==> config.mk <==
export PLATFORM = sky130hd
export DESIGN_NAME = adaptive_signal_ctrl
export DESIGN_NICKNAME = d
export VERILOG_FILES = /design/src/rtl/adaptive_signal_ctrl.sv
export SDC_FILE = /design/constraint.sdc
export NUM_CORES = 1
export LEC_CHECK = 0
export ABC_AREA = 1
export BUFFER_PORTS_ARGS = -buffer_cell sky130_fd_sc_hd__buf_4
export CORE_ASPECT_RATIO = 1.75
export CORE_UTILIZATION = 50
export DETAILED_ROUTE_END_ITERATION = 12
export PLACE_DENSITY = 0.84
export SLEW_MARGIN = 10
export SYNTH_ARGS = -nofsm -noshare
export SYNTH_HDL_FRONTEND = slang
export SYNTH_SLANG_ARGS = --single-unit
export TNS_END_PERCENT = 50
==> constraint.sdc <==
create_clock -name clk -period 2.3 [get_ports clk]
set_input_delay 0.23 -clock clk [delete_from_list [all_inputs] [get_ports clk]]
set_output_delay 0.23 -clock clk [all_outputs]
set_load 0.02 [all_outputs]
==> src/rtl/adaptive_signal_ctrl.sv <==
// adaptive_signal_ctrl
// Adaptive N-approach intersection controller. It serves one approach at a
// time in round-robin order, cycling GREEN -> YELLOW -> ALL_RED. Each green
// time is picked from the served approach's queue sensors when the approach
// is selected. Approaches with no demand can optionally be skipped.
//
// Ports:
//   clk            system clock, rising edge
//   rst            asynchronous active-low reset
//   enable         1 = run, 0 = freeze timer/phase/lamps/index
//   near_sensor    per-approach sensor at queue position 1
//   far_sensor     per-approach sensor at queue position 5
//   lights         per-approach lamp code at [2i+1:2i]: 00 red, 01 green, 10 yellow
//   active_idx     approach currently (or most recently) served
//   phase          00 ALL_RED, 01 GREEN, 10 YELLOW
//   timer          remaining cycles in the current phase minus 1
//   rotation_done  one-cycle pulse when service moves to an index <= previous
module adaptive_signal_ctrl #(
    parameter int N_WAY      = 4,
    parameter int CNT_W      = 8,
    parameter int T_LONG     = 60,
    parameter int T_MID      = 40,
    parameter int T_SHORT    = 20,
    parameter int T_YELLOW   = 4,
    parameter int T_CLEAR    = 2,
    parameter int SKIP_EMPTY = 1
) (
    input  logic                       clk,
    input  logic                       rst,
    input  logic                       enable,
    input  logic [N_WAY-1:0]           near_sensor,
    input  logic [N_WAY-1:0]           far_sensor,
    output logic [2*N_WAY-1:0]         lights,
    output logic [$clog2(N_WAY)-1:0]   active_idx,
    output logic [1:0]                 phase,
    output logic [CNT_W-1:0]           timer,
    output logic                       rotation_done
);

    localparam int IDX_W = $clog2(N_WAY);

    typedef enum logic [1:0] {
        ALL_RED = 2'b00,
        GREEN   = 2'b01,
        YELLOW  = 2'b10
    } phase_t;

    localparam logic [CNT_W-1:0] LONG_M1   = CNT_W'(T_LONG - 1);
    localparam logic [CNT_W-1:0] MID_M1    = CNT_W'(T_MID - 1);
    localparam logic [CNT_W-1:0] SHORT_M1  = CNT_W'(T_SHORT - 1);
    localparam logic [CNT_W-1:0] YELLOW_M1 = CNT_W'(T_YELLOW - 1);
    localparam logic [CNT_W-1:0] CLEAR_M1  = CNT_W'(T_CLEAR - 1);

    // Every duration must be at least one cycle and its "minus one" load
    // value must fit the timer.
    if (N_WAY < 2 || N_WAY > 8 ||
        T_LONG   < 1 || T_LONG   > (1 << CNT_W) ||
        T_MID    < 1 || T_MID    > (1 << CNT_W) ||
        T_SHORT  < 1 || T_SHORT  > (1 << CNT_W) ||
        T_YELLOW < 1 || T_YELLOW > (1 << CNT_W) ||
        T_CLEAR  < 1 || T_CLEAR  > (1 << CNT_W)) begin : g_cfg_error
        $error("adaptive_signal_ctrl: invalid N_WAY or phase duration for CNT_W");
    end

    logic [N_WAY-1:0]   near_q;
    logic [N_WAY-1:0]   far_q;
    logic [N_WAY-1:0]   demand;
    phase_t             phase_reg;
    logic [CNT_W-1:0]   timer_reg;
    logic [IDX_W-1:0]   idx_reg;
    logic [2*N_WAY-1:0] lights_reg;
    logic               rot_reg;

    logic [IDX_W-1:0]   cand [N_WAY];
    logic [IDX_W-1:0]   next_idx;
    logic [CNT_W-1:0]   green_m1;

    assign demand = near_q | far_q;

    // cand[gi] is the approach gi+1 positions after the current one; the last
    // candidate wraps back onto the current approach itself.
    for (genvar gi = 0; gi < N_WAY; gi++) begin : g_cand
        assign cand[gi] = IDX_W'((int'(idx_reg) + gi + 1) % N_WAY);
    end

    // Scan from the farthest candidate to the nearest so that the nearest
    // demanding approach wins. With no demand, the plain successor is used.
    always_comb begin
        next_idx = cand[0];
        if (SKIP_EMPTY != 0) begin
            for (int k = N_WAY - 1; k >= 0; k--) begin
                if (demand[cand[k]]) begin
                    next_idx = cand[k];
                end
            end
        end
    end

    always_comb begin
        green_m1 = SHORT_M1;
        if (near_q[next_idx] && far_q[next_idx]) begin
            green_m1 = LONG_M1;
        end else if (near_q[next_idx]) begin
            green_m1 = MID_M1;
        end
    end

    function automatic logic [2*N_WAY-1:0] lamp(input logic [IDX_W-1:0] idx,
                                                 input logic [1:0]       code);
        logic [2*N_WAY-1:0] w;
        w = '0;
        for (int i = 0; i < N_WAY; i++) begin
            if (idx == IDX_W'(i)) begin
                w[2*i +: 2] = code;
            end
        end
        return w;
    endfunction

    always_ff @(posedge clk or negedge rst) begin
        if (!rst) begin
            near_q     <= '0;
            far_q      <= '0;
            phase_reg  <= ALL_RED;
            timer_reg  <= CLEAR_M1;
            idx_reg    <= IDX_W'(N_WAY - 1);
            lights_reg <= '0;
            rot_reg    <= 1'b0;
        end else begin
            near_q  <= near_sensor;
            far_q   <= far_sensor;
            rot_reg <= 1'b0;
            if (enable) begin
                if (timer_reg != '0) begin
                    timer_reg <= timer_reg - CNT_W'(1);
                end else begin
                    case (phase_reg)
                        ALL_RED: begin
                            phase_reg  <= GREEN;
                            timer_reg  <= green_m1;
                            idx_reg    <= next_idx;
                            lights_reg <= lamp(next_idx, 2'b01);
                            rot_reg    <= (next_idx <= idx_reg);
                        end
                        GREEN: begin
                            phase_reg  <= YELLOW;
                            timer_reg  <= YELLOW_M1;
                            lights_reg <= lamp(idx_reg, 2'b10);
                        end
                        default: begin
                            phase_reg  <= ALL_RED;
                            timer_reg  <= CLEAR_M1;
                            lights_reg <= '0;
                        end
                    endcase
                end
            end
        end
    end

    assign lights        = lights_reg;
    assign active_idx    = idx_reg;
    assign phase         = phase_reg;
    assign timer         = timer_reg;
    assign rotation_done = rot_reg;

endmodule
==> out/metrics.cfg <==
[run_status]
run_status=complete, no violations

[global_route]
grt_use_total_pct=23.4
grt_pass1_wl_um=6310
grt_use_met1_pct=23.6
use_met2_pct=41.6
grt_max_degree=30
busiest_layer=met2
grt_pass1_vias=1458
gr-total-overflow=0
grtUsageMet3_pct=4.62
grt_antenna_before_repair=0

[sta]
fin_ws_ps=35.6
setup_tns_ps=0
fin_crit_ps=2260
max_slew_margin_pct=64.8
clock.fmax_mhz=442
finalCritPeriodShare_pct=98.5
skew_ps=12.0
setup_viol=0
rsz0062_at_grt=yes
slew_violations=0
worst_hold_slack_ps=66.4
hold_violations=0
worst_pin_slew_ps=527

[synth]
synthAdderAreaFrac_pct=5.52
syn_area_um2=1810
avgSynthCellArea_um2=8.36
yosysSeqAreaShare_pct=40.2
yosys-top-cells-count=46 x nand2_1, 26 x dfrtp_1, 20 x inv_1, 19 x o21ai_0, 18 x nor2_1
synth_most_common_cell=nand2_1
synth_top_area_cell=dfrtp_1
synth_xor_area_share_pct=1.45
yosysUniqueCellTypes=29
synth_area_leaders=dfrtp_1 36%, nand2_1 9.5%, ha_1 5.5%, o21ai_0 5.2%, nand3_2 4.4%
synth-seq-cells=29
postSynthCellCount=217
synthArstFlopShare_pct=100
yosys-mux-area-fraction_pct=0
synth_top_family_by_area=simple AND/OR/NAND/NOR gates
yosys_most_used_dff=dfrtp_1
synth_warnings=0
synth_edf_count=0
yosysTopAreaCellShare_pct=35.9
synthSimpleGateAreaFrac_pct=35.0
synth.net_count=236
synth-compound-area-share_pct=10.2

[floorplanning]
die_w_um=47.5
dieHeight_um=81.7
io_pins=32
rows=28
start_util_pct=52.8
die_area_um2=3880
core_um2=3430

[power_and_ir_drop]
p_per_area_nw_per_um2=817
power_mw=1.87
p_leak_nw=1.16
ir_drop_mv=0.561

[cells_and_area]
nNetsFinal=280
drive_gt1_share_pct=35.6
syn_to_final_growth_pct=26.3
final_core_util_pct=66.7
n_antenna_cell=0
nFillCells=306

[routing]
dr.pass1.iters=6
drc=0
drt_first_iter_violations=39
vias=1612
wl_per_cell_um=13.3
ant_nets=0
vias_per_cell=5.27
routed_wl_um=4080

[clock_tree]
ctsLongestPathBuffers=2
clkSinkCount=29
cts-root-buf=clkbuf_8
clk_pin_slew_worst_paths_ps=60
htreeDepth=2
worstSkewPairLatency_ps=280
cts_buffers=5
cts_tree=built

[flow_run]
maxCapViolCount=0

[hold_path]
hold_class=input port to flop
hold_depth=1
hold_start=near_sensor[1]
hold_path_end=near_q[1]$_DFF_PN0_

[setup_path]
crit_chain=inv_8, ha_4, inv_4, nand2_1, nand2_1, nand3_2, nand2_2, inv_2, nand2_4, nand3_4, buf_6, nand4_1, nand2_1, nor2_2, nand3_2, a21oi_2
regToRegSetupSlack_ps=40
worst_r2r_path_depth=16
critPathTopFamily=simple AND/OR/NAND/NOR gates
critPathLaunchType=flop
crit_path_max_incr_delay_ps=590
end_kind=flop
cp_max_fo=6
rr_endpoint=timer[3]$_DFFE_PN0P_
crit_arrival_ps=2470
critPathBufInv=4
path_class=flop to flop
rr_startpoint=active_idx[0]$_DFFE_PN1P_
slowest_stage=dfstp_2
crit_required_ps=2510
path_common_cell=nand2_1

[place]
routabilityCongestion=0.804
hpwl_um=3020
pre_cts_ws_ps=61.1
io_buffer_count=31

-- power breakdown --
part / switching, mW / leakage (nW) / internal [mW]
Sequential: 0.0768 / 0.358 / 0.578
Clock: 0.180 / 0.0443 / 0.237
Combinational: 0.477 / 0.755 / 0.322
-- cells in the final DEF, fill, tap and decap left out, types with 2 or more instances in the layout --
cell       n
ha_4       2
ha_1       6
xor2_1     2
o21ai_0   19
nand2_8    2
a21oi_2    3
inv_4      2
buf_4     39
nor2_2     2
nor2_4     3
clkbuf_8   6
nand3_2    9
nand3_1   13
nor2_1    17
nand2_2    9
inv_2      4
inv_1     20
nand2_1   46
nand2_4    4
a21oi_1    9
nand4_1    5
dfrtp_1   26
dfstp_2    3
-- repair_timing --
item | CTS | global route
setup endpoints to repair | 0 | 5
setup buffers | 0 | 5
endpoints found under the hold margin | 26 | 0
gates resized for setup | 0 | 4
hold buffers | 1 | 0
-- metal layers --
metal | vias to the layer above | share of wire, % | routed length [µm]
met5 | - | 0 | 0
met3 | 16 | 3.6 | 146
met2 | 52 | 56 | 2280
li1 | 790 | - | -
met4 | 0 | 4.8 | 196
met1 | 754 | 36 | 1460
-- cells by family (layout without fill, tap and decap cells) --
logic type               after synthesis  count (layout)
buffers and inverters                 32              75
AO/OA/AOI/OAI                         33              33
flip-flops                            29              29
adder cells (fa/ha/maj)                8               8
AND/OR/NAND/NOR                      112             113
XOR/XNOR                               3               3
-- final cells by class --
class,instances,area [µm²],area share (%)
inverter,27,114,4.97
multi-input combinational,157,991,43.3
timing repair buffer,41,314,13.7
sequential,29,729,31.8
tap,45,56.3,2.46
clock buffer,7,86.3,3.77
-- through the flow --
| stage | cell area [µm²] | cells |
|---|---|---|
| final | 2290 | 306 |
| after global routing | 2290 | 306 |
| after CTS | 2230 | 300 |
| after detailed placement | 2130 | 292 |
| after global placement | 2130 | 292 |
| after floorplan | 1850 | 217 |
-- worst max path at each step --
stage	start	end	slack [ps]	cells after the start
CTS	active_idx[0]$_DFFE_PN1P_	timer[4]$_DFFE_PN0P_	50	18
finish	active_idx[0]$_DFFE_PN1P_	timer[3]$_DFFE_PN0P_	40	16
detailed placement	active_idx[0]$_DFFE_PN1P_	rotation_done$_DFF_PN0_	60	15
floorplan	active_idx[0]$_DFFE_PN1P_	rotation_done$_DFF_PN0_	7	15
global route	active_idx[0]$_DFFE_PN1P_	timer[3]$_DFFE_PN0P_	-110	16
global placement	active_idx[0]$_DFFE_PN1P_	rotation_done$_DFF_PN0_	110	15
Note: power is estimated with default switching activity, not from simulation.
